### src/rtl/spi_pkg.sv
// rtl/spi_pkg.sv - control-word field map, state encoding and widths for the SPI master
package spi_pkg;

  localparam int BYTE_W   = 8;

  localparam int SEND_BIT = 0;
  localparam int ALL1_BIT = 1;
  localparam int ALL0_BIT = 2;
  localparam int NTX_LSB  = 4;
  localparam int NTX_MSB  = 12;
  localparam int NRX_LSB  = 16;
  localparam int NRX_MSB  = 25;
  localparam int NTX_W    = NTX_MSB - NTX_LSB + 1;
  localparam int NRX_W    = NRX_MSB - NRX_LSB + 1;

  typedef enum logic [2:0] {
    IDLE,
    LOAD,
    SHIFT,
    STORE,
    DONE
  } spi_state_t;

endpackage

### src/rtl/spi_clk_gen.sv
// rtl/spi_clk_gen.sv - SCLK divider with single-cycle rise/fall enables, idle low
module spi_clk_gen #(
  parameter int CLK_DIV = 2
) (
  input  logic clk_i,
  input  logic rst_i,
  input  logic en_i,
  output logic sclk_o,
  output logic rise_o,
  output logic fall_o
);

  localparam int CNT_W = (CLK_DIV > 1) ? $clog2(CLK_DIV) : 1;

  logic [CNT_W-1:0] cnt_q, cnt_d;
  logic             sclk_q, sclk_d;
  logic             tick;

  assign tick   = en_i && (cnt_q == CNT_W'(CLK_DIV - 1));
  assign rise_o = tick && !sclk_q;
  assign fall_o = tick && sclk_q;
  assign sclk_o = sclk_q;

  always_comb begin
    cnt_d  = cnt_q;
    sclk_d = sclk_q;
    if (!en_i) begin
      cnt_d  = '0;
      sclk_d = 1'b0;
    end else if (tick) begin
      cnt_d  = '0;
      sclk_d = !sclk_q;
    end else begin
      cnt_d  = cnt_q + 1'b1;
    end
  end

  always_ff @(posedge clk_i) begin
    if (rst_i) begin
      cnt_q  <= '0;
      sclk_q <= 1'b0;
    end else begin
      cnt_q  <= cnt_d;
      sclk_q <= sclk_d;
    end
  end

endmodule

### src/rtl/spi_master_fsm.sv
// rtl/spi_master_fsm.sv - SPI mode-0 burst engine between control/data registers and the serial pins
module spi_master_fsm
  import spi_pkg::*;
#(
  parameter int CLK_DIV = 2,
  parameter int ADDR_W  = 1
) (
  input  logic              clk_i,
  input  logic              rst_i,
  input  logic [31:0]       ctrl_reg_i,
  input  logic [31:0]       data_rd_i,
  input  logic              miso_i,
  output logic [ADDR_W-1:0] data_addr_o,
  output logic [31:0]       data_o,
  output logic              data_wr_o,
  output logic [31:0]       ctrl_o,
  output logic              ctrl_wr_o,
  output logic              sclk_o,
  output logic              mosi_o,
  output logic              cs_o,
  output logic              busy_o
);

  spi_state_t         state_q, state_d;
  logic [NTX_W-1:0]   idx_q, idx_d;
  logic [31:0]        cfg_q, cfg_d;
  logic [BYTE_W-1:0]  tx_q, tx_d;
  logic [BYTE_W-1:0]  rx_q, rx_d;
  logic [2:0]         bit_q, bit_d;
  logic               cs_q, cs_d;
  logic               mosi_q, mosi_d;
  logic [BYTE_W-1:0]  tx_byte;
  logic               rise, fall;
  logic               unused_rd_hi;

  assign unused_rd_hi = ^data_rd_i[31:BYTE_W];

  spi_clk_gen #(.CLK_DIV(CLK_DIV)) u_clk_gen (
    .clk_i  (clk_i),
    .rst_i  (rst_i),
    .en_i   (state_q == SHIFT),
    .sclk_o (sclk_o),
    .rise_o (rise),
    .fall_o (fall)
  );

  assign data_addr_o = idx_q[ADDR_W-1:0];
  assign busy_o      = (state_q != IDLE);
  assign cs_o        = cs_q;
  assign mosi_o      = mosi_q;

  always_comb begin
    state_d   = state_q;
    idx_d     = idx_q;
    cfg_d     = cfg_q;
    tx_d      = tx_q;
    rx_d      = rx_q;
    bit_d     = bit_q;
    cs_d      = cs_q;
    mosi_d    = mosi_q;
    tx_byte   = '0;
    data_wr_o = 1'b0;
    data_o    = '0;
    ctrl_wr_o = 1'b0;
    ctrl_o    = '0;

    case (state_q)
      IDLE: begin
        if (ctrl_reg_i[SEND_BIT]) begin
          state_d = LOAD;
          idx_d   = '0;
          cfg_d   = ctrl_reg_i;
          cs_d    = 1'b0;
        end
      end
      LOAD: begin
        // all_1s outranks all_0s; flags come from the snapshot, not the live register
        if (cfg_q[ALL1_BIT])      tx_byte = 8'hFF;
        else if (cfg_q[ALL0_BIT]) tx_byte = 8'h00;
        else                      tx_byte = data_rd_i[BYTE_W-1:0];
        tx_d    = tx_byte;
        mosi_d  = tx_byte[BYTE_W-1];
        bit_d   = '0;
        state_d = SHIFT;
      end
      SHIFT: begin
        if (rise) rx_d = {rx_q[BYTE_W-2:0], miso_i};
        if (fall) begin
          tx_d   = {tx_q[BYTE_W-2:0], 1'b0};
          mosi_d = tx_q[BYTE_W-2];
          bit_d  = bit_q + 1'b1;
          if (bit_q == 3'd7) state_d = STORE;
        end
      end
      STORE: begin
        data_wr_o = 1'b1;
        data_o    = {24'b0, rx_q};
        if (idx_q == cfg_q[NTX_MSB:NTX_LSB]) begin
          state_d = DONE;
        end else begin
          idx_d   = idx_q + 1'b1;
          state_d = LOAD;
        end
      end
      DONE: begin
        ctrl_wr_o                = 1'b1;
        ctrl_o                   = cfg_q;
        ctrl_o[NRX_MSB:NRX_LSB]  = NRX_W'(cfg_q[NTX_MSB:NTX_LSB]);
        ctrl_o[SEND_BIT]         = 1'b0;
        cs_d                     = 1'b1;
        state_d                  = IDLE;
      end
      default: state_d = IDLE;
    endcase
  end

  always_ff @(posedge clk_i) begin
    if (rst_i) begin
      state_q <= IDLE;
      idx_q   <= '0;
      cfg_q   <= '0;
      tx_q    <= '0;
      rx_q    <= '0;
      bit_q   <= '0;
      cs_q    <= 1'b1;
      mosi_q  <= 1'b0;
    end else begin
      state_q <= state_d;
      idx_q   <= idx_d;
      cfg_q   <= cfg_d;
      tx_q    <= tx_d;
      rx_q    <= rx_d;
      bit_q   <= bit_d;
      cs_q    <= cs_d;
      mosi_q  <= mosi_d;
    end
  end

endmodule

### config.mk
export PLATFORM = sky130hd
export DESIGN_NAME = spi_master_fsm
export DESIGN_NICKNAME = d
export VERILOG_FILES = /design/src/rtl/spi_pkg.sv /design/src/rtl/spi_clk_gen.sv /design/src/rtl/spi_master_fsm.sv
export SDC_FILE = /design/constraint.sdc
export NUM_CORES = 1
export LEC_CHECK = 0
export BUFFER_PORTS_ARGS = -buffer_cell sky130_fd_sc_hd__buf_4
export CORE_ASPECT_RATIO = 0.8
export CORE_MARGIN = 3
export CORE_UTILIZATION = 50
export CTS_CLUSTER_DIAMETER = 120
export CTS_CLUSTER_SIZE = 8
export DETAILED_ROUTE_END_ITERATION = 12
export PLACE_DENSITY = 0.95
export SKIP_CTS_REPAIR_TIMING = 1
export SYNTH_ARGS = -nofsm -noshare
export SYNTH_HDL_FRONTEND = slang
export SYNTH_SLANG_ARGS = --single-unit
### constraint.sdc
create_clock -name clk_i -period 3.3 [get_ports clk_i]
set_clock_uncertainty 0.15 [all_clocks]
set_input_delay 0.495 -clock clk_i [delete_from_list [all_inputs] [get_ports clk_i]]
set_output_delay 0.495 -clock clk_i [all_outputs]
set_load 0.005 [all_outputs]
# --- Word-level counts from Yosys, hierarchy flattened ---
# Index checks and enable logic that the tools add are counted.
word_totals:
  reg_bits: 66
  input_bits: 67
  out_inout_bits: 71
  wordCells: 63
op_classes:
  addsub: 3
  n_eq_ne: 10
  muxes: 22
  bitwise_logic: 1
  reduce_logical: 17
ops:
  columns: ["cell", "n"]
  rows:
  - ["32-bit two-way mux", 1]
  - ["8-bit two-way mux", 3]
  - ["9-bit two-way mux", 2]
  - ["9-bit case mux with 2 select lines", 1]
  - ["3-bit two-way mux", 5]
  - ["7-bit case mux with 2 select lines", 1]
  - ["3-bit case mux with 4 select lines", 1]
  - ["9-bit by 1-bit adder with 9-bit output (second input constant)", 1]
  - ["9-bit == test", 1]
  - ["2-bit inequality test (second input constant)", 4]
  - ["2-bit AND reduction", 4]
  - ["7-bit two-way mux", 1]
  - ["3-bit by 2-bit == test with 1-bit output (second input constant)", 2]
  - ["3-bit == test (second input constant)", 2]
  - ["3-bit case mux with 2 select lines", 1]
  - ["3-bit AND reduction", 2]
  - ["2-bit nonzero test", 3]
  - ["1-bit two-way mux", 4]
  - ["1-bit case mux with 2 select lines", 2]
  - ["3-bit by 1-bit adder with 3-bit output (second input constant)", 1]
  - ["3-bit by 1-bit == test with 1-bit output (second input constant)", 1]
  - ["1-bit logical AND", 3]
  - ["3-bit zero test", 1]
  - ["3-bit nonzero test", 1]
  - ["5 further kinds", 5]

# --- Logic depth before layout (Yosys ltp) ---
depth:
  word_depth: 5
  ltp_mapped: 7
  ltp_nobuf: 6

# --- Cells and area by module ---
# A second synthesis with hierarchy kept.
unflattened:
  cells_unflattened: 362
  area_unflattened_um2: 2815.2
by_module_without_submodules:
  columns: ["mod", "n_inst", "cells_each", "area_per_inst_um2"]
  rows:
  - ["spi_master_fsm", 1, 353, 2737.6]
  - ["spi_clk_gen", 1, 9, 77.6]

# --- Worst setup path after synthesis ---
# No wires, ideal clock.
synth_timing:
  path_kind: "register -> output"
  start: "reg state_q[1]"
  end: "out ctrl_o[20]"
  arrival_time_ns: 1.342
  required_time_ns: 2.655
  path_slack_ns: 1.313
  path_stages_with_launch: 6
  path_cell_list: "dfxtp_1 -> buf_2 -> nor3b_1 -> clkbuf_1 -> and2_1 -> buf_4"
synth_via:
  elab_chain_cells: 2
synth_lines:
  columns: ["element", "line_no", "text"]
  rows:
  - ["start: declaration", "spi_master_fsm.sv:24", "spi_state_t state_q, state_d;"]
  - ["start signal: assignment", "spi_master_fsm.sv:128", "state_q <= state_d;"]
  - ["3-bit == test", "spi_master_fsm.sv:67", "case (state_q)"]
  - ["32-bit two-way mux", "spi_master_fsm.sv:67", null]
  - ["end: declaration", "spi_master_fsm.sv:16", "output logic [31:0] ctrl_o,"]
# No other way between the ends.

# --- Worst setup path in the final report ---
layout_timing:
  start: "reg state_q[1]"
  end: "reg rx_q[3]"
layout_via:
  elab_chain_cells: 4
layout_lines:
  columns: ["element", "line_no", "text"]
  rows:
  - ["3-bit by 2-bit == test with 1-bit output (*)", "spi_master_fsm.sv:41, spi_master_fsm.sv:67", null]
  - ["1-bit logical AND", "spi_clk_gen.sv:19", "assign tick = en_i && (cnt_q == CNT_W'(CLK_DIV - 1));"]
  - ["1-bit logical AND", "spi_clk_gen.sv:20", "assign rise_o = tick && !sclk_q;"]
  - ["2-bit AND reduction (no line) (*)", null, null]
  - ["end signal: assignment", "spi_master_fsm.sv:132", "rx_q <= rx_d;"]
  - ["end: declaration", "spi_master_fsm.sv:28", "logic [BYTE_W-1:0] rx_q, rx_d;"]
# Every way passes the cells marked *; elsewhere a longest branch is shown, timed or not.
# A chain may end at the register's enable or synchronous reset.

==> results.py <==
metrics = {
    "outcome": {
        "status": "completed",
    },
    "grt": {
        "use_met2": 0.341,
        "met1_usage": 0.229,
        "grt_max_degree": 55,
        "grt_antenna_before_repair": 0,
        "busiest_layer": "met2",
        "grt_use_total": 0.184,
        "grt_pass1_vias": 2249,
        "gr-usage-met3": 0.0402,
        "grt_overflow": 0,
        "grt_pass1_wl_mm": 10.2,
    },
    "route": {
        "ant_nets": 0,
        "via_count": 2419,
        "vias_per_cell": 4.99,
        "routedWlPerCell_um": 12.5,
        "wl_mm": 6.08,
        "dr.pass1.iters": 4,
        "drt_iter0_markers": 100,
        "drc": 0,
    },
    "clocking": {
        "clk_latency_ps": 300,
        "cts_tree": "yes",
        "root_buffer": "clkbuf_8",
        "cts_made_buffers": 5,
        "htree_levels": 2,
        "clk_pin_slew_ps": 100,
        "cts_sinks": 55,
        "cts-root-to-sink-buffers": 2,
    },
    "setup_path": {
        "critPathArrivalTime_ps": 2450,
        "cp-end-kind": "flop",
        "cp-start-kind": "flop",
        "crit_path_max_incr_delay_ps": 660,
        "cp_max_fo": 20,
        "path_common_cell": "or3b_1",
        "required_ps": 3320,
        "crit_path_top_delay_cell": "or3b_1",
        "path_delay_family": "simple AND/OR/NAND/NOR gates",
        "crit_type": "reg -> reg",
        "worstPathCellList": "or3b_1, or3b_1, mux2i_1, nor2_1",
        "path_buf_inv": 0,
    },
    "sta": {
        "setup_viol": 0,
        "max_slew_margin": 0.378,
        "finalCritPeriodShare": 0.736,
        "max_freq_ghz": 0.412,
        "worstMarginPinSlew_ps": 930,
        "setup_tns_ps": 0,
        "hold_viol": 0,
        "rsz0062_at_grt": "false",
        "min_period_ps": 2430,
        "slew_violations": 0,
    },
    "placement": {
        "port_buffers": 77,
        "gp_congestion": 0.836,
        "dpl.cell_count": 477,
        "place_hpwl_mm": 4.47,
        "placed_cell_area_um2": 3230,
    },
    "logic_synthesis": {
        "synthXorXnorAreaFrac": 0.0342,
        "synth_simple_gate_area_share": 0.259,
        "syn_avg_cell_area_um2": 7.91,
        "synthCells": 356,
        "synth_top_area_share": 0.391,
        "seq_area_frac_synth": 0.391,
        "synthTopCellsByCount": "dfxtp_1 (55), nand2_1 (49), a21oi_1 (48)",
        "muxShareOfSynthArea": 0.0284,
        "async_flop_share": 0,
        "synth_fa_ha_area_frac": 0.0133,
        "synth_cell_type_count": 37,
        "synth_edf_count": 0,
        "synth_flop_cell": "dfxtp_1",
        "yosysMostFrequentCell": "dfxtp_1",
        "netlist_top_cells_area": "dfxtp_1 (39%), buf_4 (9.6%), a21oi_1 (8.5%)",
        "synth_compound_area_frac": 0.135,
        "yosysWarnings": 0,
        "synth_top_family_by_area": "simple AND/OR/NAND/NOR gates",
        "netlist_area_um2": 2820,
        "ys_seq_elements": 55,
        "synth_area_leader_cell": "dfxtp_1",
    },
    "layout": {
        "diodes": 0,
        "final_cell_area_um2": 3310,
        "final-seq-area_um2": 1100,
        "area_delta_synth_final_pct": 17.5,
        "multi_input_area_um2": 1430,
        "final_cells": 485,
        "fillCellCount": 474,
        "drive_above_1_share": 0.215,
        "fin_nets": 479,
    },
    "die": {
        "ios": 138,
        "die_w_um": 89.9,
        "rows": 23,
        "design.die.area_um2": 6580,
        "design.core.area_um2": 5210,
        "start_util": 0.541,
        "die_h_um": 73.1,
    },
    "power": {
        "p_total_mw": 1.27,
        "irDropWorstVdd_mv": 0.266,
        "p_leak_nw": 1.56,
        "p_per_area_nw_per_um2": 385,
    },
    "run": {
        "maxCapViolations": 0,
    },
    "worst_hold_path": {
        "min_path_type": "in -> reg",
    },
}
==> per-layer routing <==
metal,wire [µm],up-vias
met4,25,0
met1,2650,1123
li1,-,1229
met3,332,5
met2,3080,62
met5,0,-
==> worst paths after layout <==
path | startpoint | endpoint | slack, ps | depth (start not counted)
worst max-delay path | state_q[1]$_SDFFE_PP0P_ | rx_q[3]$_SDFFE_PP0P_ | 870 | 4
worst max register to register | state_q[1]$_SDFFE_PP0P_ | rx_q[3]$_SDFFE_PP0P_ | 870 | 4
worst min-delay path | ctrl_reg_i[12] | cfg_q[12]$_SDFFE_PP0P_ | 280 | 3
worst min register to register | cfg_q[3]$_SDFFE_PP0P_ | cfg_q[3]$_SDFFE_PP0P_ | 300 | 2
==> power breakdown <==
part / internal (mW) / switching (mW)
clock: 0.149 / 0.215
combinational: 0.0768 / 0.108
sequential: 0.697 / 0.0288
total: 0.923 / 0.352
==> registers in the layout, indices dropped and copies added (netlist names) <==
name and flops:
cfg_q 21, idx_q 9, rx_q 8, tx_q 7
bit_q 3, state_q 3, cs_o 1, mosi_o 1
u_clk_gen.cnt_q 1, u_clk_gen.sclk_o 1
==> per-stage QoR <==
step            util  worst slack, ps  hold slack (ps)
4_1_cts        0.636              878              278
5_1_grt        0.636              704              266
2_1_floorplan      -             1310              282
3_5_place_dp   0.620              898              294
6_report       0.636              871              280
3_3_place_gp   0.620              945              287
==> cells in the final DEF (no fill, tap or decap), types with 8 or more instances in the layout <==
cell     netlist  routed
nor2_1        27      27
xor2_1         9       9
and2_1        33      33
conb_1         1      26
buf_4         36      78
mux2i_1        8       8
nor3_1         9       9
nand2_1       49      49
a21oi_1       48      48
dfxtp_1       55      55
==> tightest hold or removal path: stages <==
cell and delay (ps):
buf_4 110, nand2_1 40, a21oi_1 50
==> final cells by class <==
type | count | area share
tap | 75 | 0.0283
timing repair buffer | 78 | 0.177
clock inverter | 2 | 0.00378
sequential | 55 | 0.332
multi-input combinational | 264 | 0.431
clock buffer | 6 | 0.0219
inverter | 5 | 0.00567
==> logic make-up (layout without fill, tap and decap cells) <==
logic type / count (synthesis) / count (layout)
buffers and inverters: 62 / 91
multiplexers: 8 / 8
adder cells (fa/ha/maj): 3 / 3
AO/OA/AOI/OAI: 68 / 68
flip-flops: 55 / 55
AND/OR/NAND/NOR: 148 / 148
XOR/XNOR: 11 / 11
other: 1 / 26
No activity file was read; power rests on OpenSTA's default activity.
